### config.mk
export PLATFORM = sky130hd
export DESIGN_NAME = store_queue_fwd_flat
export DESIGN_NICKNAME = d
export VERILOG_FILES = /design/src/rtl/store_queue_fwd_if.sv /design/src/rtl/store_queue_fwd.sv /design/src/flat_wrapper.sv
export SDC_FILE = /design/constraint.sdc
export NUM_CORES = 2
export LEC_CHECK = 0
export ABC_CLOCK_PERIOD_IN_PS = 10350
export CAP_MARGIN = 5
export CORE_UTILIZATION = 50
export CTS_BUF_LIST = sky130_fd_sc_hd__clkbuf_8
export DETAILED_ROUTE_END_ITERATION = 8
export PLACE_DENSITY = 0.68
export SYNTH_ARGS = -nofsm -noshare
export SYNTH_HDL_FRONTEND = slang
export SYNTH_SLANG_ARGS = --single-unit
### constraint.sdc
create_clock -name clk -period 10.35 [get_ports clk]
set_input_delay 2.07 -clock clk [delete_from_list [all_inputs] [get_ports clk]]
set_output_delay 2.07 -clock clk [all_outputs]
set_load 0.005 [all_outputs]
### src/rtl/store_queue_fwd_if.sv
// store_queue_fwd_if: allocate/commit, load-lookup and memory-drain signals of the store queue.
// The flush signal exists only when SQ_FLUSH_EN is defined.
interface store_queue_fwd_if #(
  parameter int DEPTH = 8,
  parameter int AW = 32,
  parameter int DW = 32,
  parameter int CW = $clog2(DEPTH) + 1
);
  logic enq0_valid, enq1_valid;
  logic [AW-1:0] enq0_addr, enq1_addr;
  logic [DW-1:0] enq0_data, enq1_data;
  logic commit0, commit1;
`ifdef SQ_FLUSH_EN
  logic flush;
`endif
  logic ld0_valid, ld1_valid;
  logic [AW-1:0] ld0_addr, ld1_addr;
  logic ld0_done, ld1_done, ld0_hit, ld1_hit;
  logic [DW-1:0] ld0_data, ld1_data;
  logic mem_valid, mem_ready;
  logic [AW-1:0] mem_addr;
  logic [DW-1:0] mem_data;
  logic full, empty, ovf_err;
  logic [CW-1:0] count;
`ifdef SQ_FLUSH_EN
  modport master(
    output enq0_valid, enq1_valid, enq0_addr, enq1_addr, enq0_data, enq1_data, commit0, commit1, flush,
    output ld0_valid, ld1_valid, ld0_addr, ld1_addr, mem_ready,
    input ld0_done, ld1_done, ld0_hit, ld1_hit, ld0_data, ld1_data,
    input mem_valid, mem_addr, mem_data, full, empty, ovf_err, count
  );
  modport slave(
    input enq0_valid, enq1_valid, enq0_addr, enq1_addr, enq0_data, enq1_data, commit0, commit1, flush,
    input ld0_valid, ld1_valid, ld0_addr, ld1_addr, mem_ready,
    output ld0_done, ld1_done, ld0_hit, ld1_hit, ld0_data, ld1_data,
    output mem_valid, mem_addr, mem_data, full, empty, ovf_err, count
  );
`else
  modport master(
    output enq0_valid, enq1_valid, enq0_addr, enq1_addr, enq0_data, enq1_data, commit0, commit1,
    output ld0_valid, ld1_valid, ld0_addr, ld1_addr, mem_ready,
    input ld0_done, ld1_done, ld0_hit, ld1_hit, ld0_data, ld1_data,
    input mem_valid, mem_addr, mem_data, full, empty, ovf_err, count
  );
  modport slave(
    input enq0_valid, enq1_valid, enq0_addr, enq1_addr, enq0_data, enq1_data, commit0, commit1,
    input ld0_valid, ld1_valid, ld0_addr, ld1_addr, mem_ready,
    output ld0_done, ld1_done, ld0_hit, ld1_hit, ld0_data, ld1_data,
    output mem_valid, mem_addr, mem_data, full, empty, ovf_err, count
  );
`endif
endinterface

### src/rtl/store_queue_fwd.sv
// store_queue_fwd: in-order store queue, 2-wide allocate/commit, 1-wide drain, 2 forwarding lookups.
// Define SQ_FLUSH_EN to add the flush port that discards all pending stores.
module store_queue_fwd #(
  parameter int DEPTH = 8,
  parameter int AW = 32,
  parameter int DW = 32,
  parameter int CW = $clog2(DEPTH) + 1
) (
  input logic clk,
  input logic rst,
  store_queue_fwd_if.slave bus
);
  localparam int PW = $clog2(DEPTH);
  logic [AW-1:0] addr_q [DEPTH];
  logic [DW-1:0] data_q [DEPTH];
  logic [PW-1:0] head, cptr, tail;
  logic [CW-1:0] cnt, ccnt, pend, free, creq, ncom, nenq, nccnt, ncnt;
  logic fl, drain, e0_ok, e1_ok, c_err, e_err, hit0, hit1;
  logic [DW-1:0] fd0, fd1;
`ifdef SQ_FLUSH_EN
  assign fl = bus.flush;
`else
  assign fl = 1'b0;
`endif
  // free slots ignore the same-cycle drain; flush drops enqueues without error
  always_comb begin
    pend = cnt - ccnt;
    free = CW'(DEPTH) - cnt;
    creq = bus.commit0 ? (bus.commit1 ? CW'(2) : CW'(1)) : '0;
    ncom = creq > pend ? pend : creq;
    c_err = (bus.commit1 && !bus.commit0) || creq > pend;
    e0_ok = bus.enq0_valid && free != '0 && !fl;
    e1_ok = bus.enq1_valid && bus.enq0_valid && free >= CW'(2) && !fl;
    e_err = !fl && ((bus.enq0_valid && !e0_ok) || (bus.enq1_valid && !e1_ok));
    nenq = CW'(e0_ok) + CW'(e1_ok);
    drain = ccnt != '0 && bus.mem_ready;
    nccnt = ccnt + ncom - CW'(drain);
    ncnt = fl ? nccnt : cnt + nenq - CW'(drain);
  end
  // scan oldest to youngest so the youngest match is left standing
  always_comb begin
    hit0 = 1'b0;
    hit1 = 1'b0;
    fd0 = '0;
    fd1 = '0;
    for (int i = 0; i < DEPTH; i++) begin
      if (CW'(i) < cnt && addr_q[head + PW'(i)] == bus.ld0_addr) begin
        hit0 = 1'b1;
        fd0 = data_q[head + PW'(i)];
      end
      if (CW'(i) < cnt && addr_q[head + PW'(i)] == bus.ld1_addr) begin
        hit1 = 1'b1;
        fd1 = data_q[head + PW'(i)];
      end
    end
  end
  always_ff @(posedge clk or negedge rst)
    if (!rst) begin
      for (int i = 0; i < DEPTH; i++) begin
        addr_q[i] <= '0;
        data_q[i] <= '0;
      end
      head <= '0;
      cptr <= '0;
      tail <= '0;
      cnt <= '0;
      ccnt <= '0;
      bus.ovf_err <= 1'b0;
      bus.ld0_done <= 1'b0;
      bus.ld1_done <= 1'b0;
      bus.ld0_hit <= 1'b0;
      bus.ld1_hit <= 1'b0;
      bus.ld0_data <= '0;
      bus.ld1_data <= '0;
    end else begin
      if (e0_ok) begin
        addr_q[tail] <= bus.enq0_addr;
        data_q[tail] <= bus.enq0_data;
      end
      if (e1_ok) begin
        addr_q[tail + PW'(1)] <= bus.enq1_addr;
        data_q[tail + PW'(1)] <= bus.enq1_data;
      end
      head <= head + PW'(drain);
      cptr <= cptr + PW'(ncom);
      tail <= fl ? cptr + PW'(ncom) : tail + PW'(nenq);
      cnt <= ncnt;
      ccnt <= nccnt;
      bus.ovf_err <= bus.ovf_err | c_err | e_err;
      bus.ld0_done <= bus.ld0_valid;
      bus.ld1_done <= bus.ld1_valid;
      bus.ld0_hit <= bus.ld0_valid & hit0;
      bus.ld1_hit <= bus.ld1_valid & hit1;
      bus.ld0_data <= bus.ld0_valid ? fd0 : '0;
      bus.ld1_data <= bus.ld1_valid ? fd1 : '0;
    end
  assign bus.mem_valid = ccnt != '0;
  assign bus.mem_addr = addr_q[head];
  assign bus.mem_data = data_q[head];
  assign bus.full = cnt > CW'(DEPTH - 2);
  assign bus.empty = cnt == '0;
  assign bus.count = cnt;
endmodule

### src/flat_wrapper.sv
// flat-port wrapper written by rule: the top's interface ports become plain ports
module store_queue_fwd_flat 
#(
  parameter int DEPTH = 8,
  parameter int AW = 32,
  parameter int DW = 32,
  parameter int CW = $clog2(DEPTH) + 1
)
  (clk, rst, bus_enq0_valid, bus_enq1_valid, bus_enq0_addr, bus_enq1_addr, bus_enq0_data, bus_enq1_data, bus_commit0, bus_commit1, bus_ld0_valid, bus_ld1_valid, bus_ld0_addr, bus_ld1_addr, bus_mem_ready, bus_ld0_done, bus_ld1_done, bus_ld0_hit, bus_ld1_hit, bus_ld0_data, bus_ld1_data, bus_mem_valid, bus_mem_addr, bus_mem_data, bus_full, bus_empty, bus_ovf_err, bus_count);
  store_queue_fwd_if #(.DEPTH(DEPTH), .AW(AW), .DW(DW), .CW(CW)) bus_i ();
  input logic clk;
  input logic rst;
  input wire logic [$bits(bus_i.enq0_valid)-1:0] bus_enq0_valid;
  input wire logic [$bits(bus_i.enq1_valid)-1:0] bus_enq1_valid;
  input wire logic [$bits(bus_i.enq0_addr)-1:0] bus_enq0_addr;
  input wire logic [$bits(bus_i.enq1_addr)-1:0] bus_enq1_addr;
  input wire logic [$bits(bus_i.enq0_data)-1:0] bus_enq0_data;
  input wire logic [$bits(bus_i.enq1_data)-1:0] bus_enq1_data;
  input wire logic [$bits(bus_i.commit0)-1:0] bus_commit0;
  input wire logic [$bits(bus_i.commit1)-1:0] bus_commit1;
  input wire logic [$bits(bus_i.ld0_valid)-1:0] bus_ld0_valid;
  input wire logic [$bits(bus_i.ld1_valid)-1:0] bus_ld1_valid;
  input wire logic [$bits(bus_i.ld0_addr)-1:0] bus_ld0_addr;
  input wire logic [$bits(bus_i.ld1_addr)-1:0] bus_ld1_addr;
  input wire logic [$bits(bus_i.mem_ready)-1:0] bus_mem_ready;
  output wire logic [$bits(bus_i.ld0_done)-1:0] bus_ld0_done;
  output wire logic [$bits(bus_i.ld1_done)-1:0] bus_ld1_done;
  output wire logic [$bits(bus_i.ld0_hit)-1:0] bus_ld0_hit;
  output wire logic [$bits(bus_i.ld1_hit)-1:0] bus_ld1_hit;
  output wire logic [$bits(bus_i.ld0_data)-1:0] bus_ld0_data;
  output wire logic [$bits(bus_i.ld1_data)-1:0] bus_ld1_data;
  output wire logic [$bits(bus_i.mem_valid)-1:0] bus_mem_valid;
  output wire logic [$bits(bus_i.mem_addr)-1:0] bus_mem_addr;
  output wire logic [$bits(bus_i.mem_data)-1:0] bus_mem_data;
  output wire logic [$bits(bus_i.full)-1:0] bus_full;
  output wire logic [$bits(bus_i.empty)-1:0] bus_empty;
  output wire logic [$bits(bus_i.ovf_err)-1:0] bus_ovf_err;
  output wire logic [$bits(bus_i.count)-1:0] bus_count;
  assign bus_i.enq0_valid = bus_enq0_valid;
  assign bus_i.enq1_valid = bus_enq1_valid;
  assign bus_i.enq0_addr = bus_enq0_addr;
  assign bus_i.enq1_addr = bus_enq1_addr;
  assign bus_i.enq0_data = bus_enq0_data;
  assign bus_i.enq1_data = bus_enq1_data;
  assign bus_i.commit0 = bus_commit0;
  assign bus_i.commit1 = bus_commit1;
  assign bus_i.ld0_valid = bus_ld0_valid;
  assign bus_i.ld1_valid = bus_ld1_valid;
  assign bus_i.ld0_addr = bus_ld0_addr;
  assign bus_i.ld1_addr = bus_ld1_addr;
  assign bus_i.mem_ready = bus_mem_ready;
  assign bus_ld0_done = bus_i.ld0_done;
  assign bus_ld1_done = bus_i.ld1_done;
  assign bus_ld0_hit = bus_i.ld0_hit;
  assign bus_ld1_hit = bus_i.ld1_hit;
  assign bus_ld0_data = bus_i.ld0_data;
  assign bus_ld1_data = bus_i.ld1_data;
  assign bus_mem_valid = bus_i.mem_valid;
  assign bus_mem_addr = bus_i.mem_addr;
  assign bus_mem_data = bus_i.mem_data;
  assign bus_full = bus_i.full;
  assign bus_empty = bus_i.empty;
  assign bus_ovf_err = bus_i.ovf_err;
  assign bus_count = bus_i.count;
  store_queue_fwd #(.DEPTH(DEPTH), .AW(AW), .DW(DW), .CW(CW)) u_core (.clk(clk), .rst(rst), .bus(bus_i));
endmodule
## Word-level counts from Yosys, hierarchy flattened

Index checks and enable logic that the tools add are counted.

- Add/sub/neg operators: 17
- Eq/ne operators: 16
- $lt $le $gt $ge: 23
- Muxes and demuxes: 97
- Bitwise gates (word level): 14
- Reduce and logical (&&, ||, !) cells: 33

Operators with widths:

| cell | count |
|---|---|
| 32-bit two-way mux | 52 |
| 32-bit binary-select mux with 3-bit select | 16 |
| 256-bit bitwise mux | 4 |
| 256-bit two-way mux | 4 |
| 32-bit equality test | 16 |
| 32-bit demux with 3-bit select | 2 |
| 4-bit greater-or-equal comparator (second input constant) | 10 |
| 3-bit inverter with 4-bit output | 10 |
| 1-bit logical AND | 25 |
| 3-bit by 4-bit less-than comparator with 1-bit output (first input constant) | 4 |
| 1-bit two-way mux | 16 |
| 3-bit adder (second input constant) | 4 |
| 4-bit adder | 2 |
| 1-bit by 4-bit less-than comparator with 1-bit output (first input constant) | 2 |
| 2-bit by 4-bit less-than comparator with 1-bit output (first input constant) | 2 |
| 4-bit by 1-bit less-than comparator with 1-bit output (second input constant) | 2 |
| 4-bit two-way mux | 2 |
| 4-bit nonzero test | 2 |
| 4-bit by 1-bit subtractor with 4-bit output | 2 |
| 3-bit by 1-bit adder with 3-bit output (second input constant) | 2 |
| 3-bit by 2-bit adder with 3-bit output (second input constant) | 2 |
| 4-bit by 2-bit greater-or-equal comparator with 1-bit output (second input constant) | 1 |
| 4-bit by 3-bit greater-than comparator with 1-bit output (second input constant) | 1 |
| 4-bit greater-than comparator | 1 |
| 11 further kinds | 16 |

- Flip-flop bits (word level): 595
- Output and inout port bits: 140
- Input port bits: 201
- Word-level logic and storage cells: 227

## Longest topological paths before layout

- Depth in word-level cells: 15
- Mapped depth: 28
- Depth with buffers taken out: 14

## Worst setup path after synthesis

Ideal clock, no wire load.

- Path kind: register to register
- From: reg u_core.head[1]
- To: reg u_core.bus.ld1_data[11]
- Slack: 4990 ps
- Clock period less this slack: 5360 ps
- Stages on the path, launching flop included: 24
- Data arrival time: 5228 ps
- Data required time: 10218 ps
- Path buffers: 12
- Setup time: 132 ps
- Cell sequence: dfrtp_1 buf_2 inv_1 buf_2 buf_4 buf_4 buf_2 clkbuf_1 ha_1 buf_6 buf_12 buf_12 buf_2 mux2i_1 mux4_2 xnor2_1 or4_1 nor4_1 and4_1 buf_4 nor3_2 buf_6 a2111oi_2 o31ai_1

- Longest elaborated chain between the ends: 15

Ends and longest elaborated chain:

| item | line | RTL |
|---|---|---|
| start: declaration | store_queue_fwd.sv:16 | `logic [PW-1:0] head, cptr, tail;` |
| start signal: assignment | store_queue_fwd.sv:84 | `head <= head + PW'(drain);` |
| 3-bit by 1-bit adder with 3-bit output or 3-bit inverter with 4-bit output (tied branches) | store_queue_fwd.sv:51, store_queue_fwd.sv:53 |  |
| 3-bit inverter with 4-bit output (not written as such) or 32-bit binary-select mux with 3-bit select (tied branches) | store_queue_fwd.sv:51, store_queue_fwd.sv:53 |  |
| 32-bit binary-select mux with 3-bit select or 32-bit two-way mux (tied branches) | store_queue_fwd.sv:51 | `if (CW'(i) < cnt && addr_q[head + PW'(i)] == bus.ld1_addr) begin` |
| 32-bit two-way mux (not written as such) | store_queue_fwd.sv:51 |  |
| 32-bit two-way mux (not written as such) or 32-bit equality test (tied branches) | store_queue_fwd.sv:51 |  |
| 32-bit equality test or 1-bit logical AND (tied branches) | store_queue_fwd.sv:51 |  |
| 1-bit logical AND or 32-bit two-way mux (tied branches) | store_queue_fwd.sv:51 |  |
| 32-bit two-way mux (6 in a row) | store_queue_fwd.sv:51 |  |
| 32-bit two-way mux (*) | store_queue_fwd.sv:51 |  |
| 32-bit two-way mux (*) | store_queue_fwd.sv:95 | `bus.ld1_data <= bus.ld1_valid ? fd1 : '0;` |
| end signal: assignment | store_queue_fwd.sv:95 |  |
| end: declaration | store_queue_fwd_if.sv:48 | `output ld0_done, ld1_done, ld0_hit, ld1_hit, ld0_data, ld1_data,` |

Mark *: on every way between the ends. The rest lies on a longest branch, timed or not. The select of a mux whose other input is x is not followed.

## Final worst setup path

- From: reg u_core.head[0]
- To: reg u_core.bus.ld1_data[17]

Same word-level chain as after synthesis.

==> metrics.txt <==
status=finished clean; max layer used=met5; post-DR vias/cell=slightly above 7; GRT Overall Usage=48.7%; endpoints failing setup=0; wire length on met1=109000 um; routed len/inst=39.1 um; Worst Hold Depth=2; Die Area=120000 um2; worst min-delay path startpoint=u_core.bus.ovf_err$_DFF_PN0_; clk sinks=approximately 600; GPL Wtd Cong=1.13; multi-input logic area=40900 um2; maxcap violations=0; nets=6205; unique cell type count in the Yosys netlist=between 90 and 100; FFs w/ async S/R, synth=100%; CTS buffer count=108; register bit total from synthesis=595; vias in the first global route=between 50000 and 60000; final critical-path share of the clock period=roughly three quarters; area delta synth->final=10.1%; Min Clock Period, post-route=7.94 ns; # IOs=between 300 and 400; syn avg cell area=9.87 um2; Max Buffers Root-to-Sink=3; wire length on met3=around 37000 um; Worst Skew=just over 0.1 ns; crit path from=u_core.head[0]$_DFF_PN0_; Clock Latency Late Sink=0.90 ns; critical path's slowest cell=ha_4; Worst path top cell family by delay=compound AO/OA/AOI/OAI gates; most frequent cells in the layout=1055 x mux2i_1, 592 x dfrtp_1, 573 x nand2_1; CP required=11.18 ns; Synth Flop Type=dfrtp_1; Syn Nets=about 6300; initial antenna violation count=34; CTS tree=built; Post-CTS Setup Bufs=0; antenna viol nets, final=0; worst-path cell chain=inv_2 > ha_4 > buf_12 > mux4_2 > xnor2_1 > a21oi_1 > a2111oi_0 > nand4_1 > o22ai_4 > buf_4 > a2111oi_0 > a221o_1 > o21ai_1; RSZ-0062 raised after global routing=false; CP max FO=57; filler instances=10300; Netlist Area Pre-Place=a little under 60000 um2; fraction of the yosys area taken by sequential cells=25.1%; Resize count post-CTS=0; setup TNS=0 ns; met2 wire length=between 100000 and 150000 um; final hold viol count=0; Worst Tran Pin Value=~1.4 ns; Post-Layout Cell Count=7625; Total Wirelength=slightly below 300000 um; Crit. End Element=flip-flop; Max H-tree Level=3; Worst Path Buf+Inv=3; Syn. warnings=0; CP Class=reg -> reg; max incr delay on CP=about 1.1 ns; die height=347 um; hpwl dp=215000 um; routed via count=54400; commonest non-fill, non-tap cell in the layout=mux2i_1; Critical Path Most Common Cell=a2111oi_0; Placed Cells=7396; relative slew slack=under 10%; Initial Util=50.4%; # DRC=0; I/O Buffers=340; Detailed Routing Iterations Pass 1=9; initial drt markers=roughly 8200; clock-pin slew on the worst setup and hold paths=0.06 ns; fraction of layout cells with a size suffix above 1=16.1%; critical path arrival=8.77 ns; Min-Delay Path Class=reg -> reg; Max Freq=126 MHz; fin. max-slew vios=0; Die Wd=347 um; largest net degree at the start of global routing=152; global-route wire length before repair=between 400000 and 500000 um; CP Launch Type=flip-flop; row cnt=126; EDFF count, synth=0; clk root buf=clkbuf_8; GRT overflow=0; Core Box Area=between 100000 and 150000 um2; worst r2r src=u_core.head[0]$_DFF_PN0_; Reg2Reg Depth=13; Synth Instances=between 6000 and 7000; CP Depth=13; hold_buf cts=0; register area=~15000 um2
==> per-layer routing <==
metal	GRT usage [%]	vias up
met5	0.760	-
met4	32.4	20
met3	15.6	1015
met2	71.3	4232
met1	61.5	27000
li1	-	22200
==> flip-flops by register name (all words and copies together), names as in the netlist <==
signal               flops
u_core.ccnt              4
u_core.bus.ovf_err       1
u_core.tail              3
u_core.bus.count         4
u_core.bus.ld0_done      1
u_core.addr_q          256
u_core.bus.ld1_data     32
u_core.bus.ld0_hit       1
u_core.bus.ld0_data     32
u_core.bus.ld1_done      1
u_core.bus.ld1_hit       1
u_core.data_q          256
u_core.head              3
==> through the flow <==
step | hold slack, ns | setup slack, ns | utilization (%) | instance area (um2)
global placement | 0.478 | 2.61 | 53.5 | 63000
detailed placement | 0.493 | 2.59 | 53.5 | 63000
global route | 0.549 | 2.16 | 55.5 | 65400
floorplan | 0.488 | 4.99 | - | 59400
finish | 0.501 | 2.41 | 55.5 | 65400
CTS | 0.508 | 2.58 | 55.4 | 65300
==> worst reg2reg max path: cells and delay by family (launching register included) <==
| kind | cells | cell delay [ns] |
|---|---|---|
| AO/OA/AOI/OAI | 6 | 2.56 |
| XOR/XNOR | 1 | 0.18 |
| adder cells (fa/ha/maj) | 1 | 1.06 |
| buffers and inverters | 3 | 1.56 |
| flip-flops | 1 | 0.93 |
| multiplexers | 1 | 0.70 |
| AND/OR/NAND/NOR | 1 | 0.91 |
==> cells in the mapped netlist (16+ instances only) <==
cell / instances / area share [%]
nor2b_1: 30 / 0.32
a31o_2: 19 / 0.28
o211ai_1: 16 / 0.20
mux4_2: 496 / 19
a2111oi_0: 19 / 0.28
buf_6: 43 / 0.81
nor3b_1: 25 / 0.32
o22ai_1: 16 / 0.17
and2_1: 22 / 0.23
a22o_1: 16 / 0.24
nand2b_1: 34 / 0.36
xnor2_1: 364 / 5.4
clkbuf_1: 317 / 2.0
inv_1: 129 / 0.81
a21o_1: 21 / 0.27
o22a_1: 30 / 0.44
buf_1: 82 / 0.52
clkbuf_2: 64 / 0.54
buf_2: 122 / 1.0
xor2_1: 181 / 2.7
a31oi_1: 49 / 0.52
and3_1: 22 / 0.23
nor4_1: 53 / 0.56
dfrtp_1: 595 / 25
nand4_1: 76 / 0.80
nor3_1: 38 / 0.32
buf_4: 27 / 0.34
nand3_1: 99 / 0.83
mux2_2: 55 / 1.0
o31ai_1: 32 / 0.40
o21ai_0: 472 / 4.0
nor2_1: 282 / 1.8
nand2_1: 575 / 3.6
o221ai_1: 50 / 0.74
ha_1: 29 / 0.61
mux2i_1: 1055 / 18
a21oi_1: 225 / 1.9
==> logic make-up (layout without fill, tap and decap cells) <==
kind of cell / Yosys count / count (layout) / synth area share [%]
buffers and inverters: 805 / 849 / 6.47
AO/OA/AOI/OAI: 1106 / 1106 / 11.5
AND/OR/NAND/NOR: 1319 / 1319 / 10.3
adder cells (fa/ha/maj): 33 / 33 / 0.745
other: 1 / 27 / 0.00631
XOR/XNOR: 549 / 549 / 8.18
multiplexers: 1611 / 1611 / 37.8
flip-flops: 595 / 595 / 25.1
==> path summary, 6_finish.rpt <==
check,to,slack [ns]
setup / recovery,u_core.bus.ld1_data[17]$_DFF_PN0_,2.41
hold / removal,u_core.bus.ovf_err$_DFF_PN0_,0.50
setup reg to reg,u_core.bus.ld1_data[17]$_DFF_PN0_,2.41
hold reg to reg,u_core.bus.ovf_err$_DFF_PN0_,0.50
max in group asynchronous,u_core.bus.ld1_data[21]$_DFF_PN0_,7.01
min in group asynchronous,u_core.data_q[198]$_DFF_PN0_,1.18
==> cell type report <==
| type | count | share of cell area (%) |
|---|---|---|
| multi-input combinational | 4619 | 62.5 |
| sequential | 595 | 22.8 |
| timing repair buffer | 509 | 7.33 |
| tap | 1536 | 2.94 |
| clock buffer | 129 | 2.71 |
| clock inverter | 73 | 0.805 |
| inverter | 138 | 0.800 |
| antenna | 26 | 0.0995 |
Power is not shown: default switching activity piles up to over one toggle a cycle in this logic, so the estimate is an artifact.
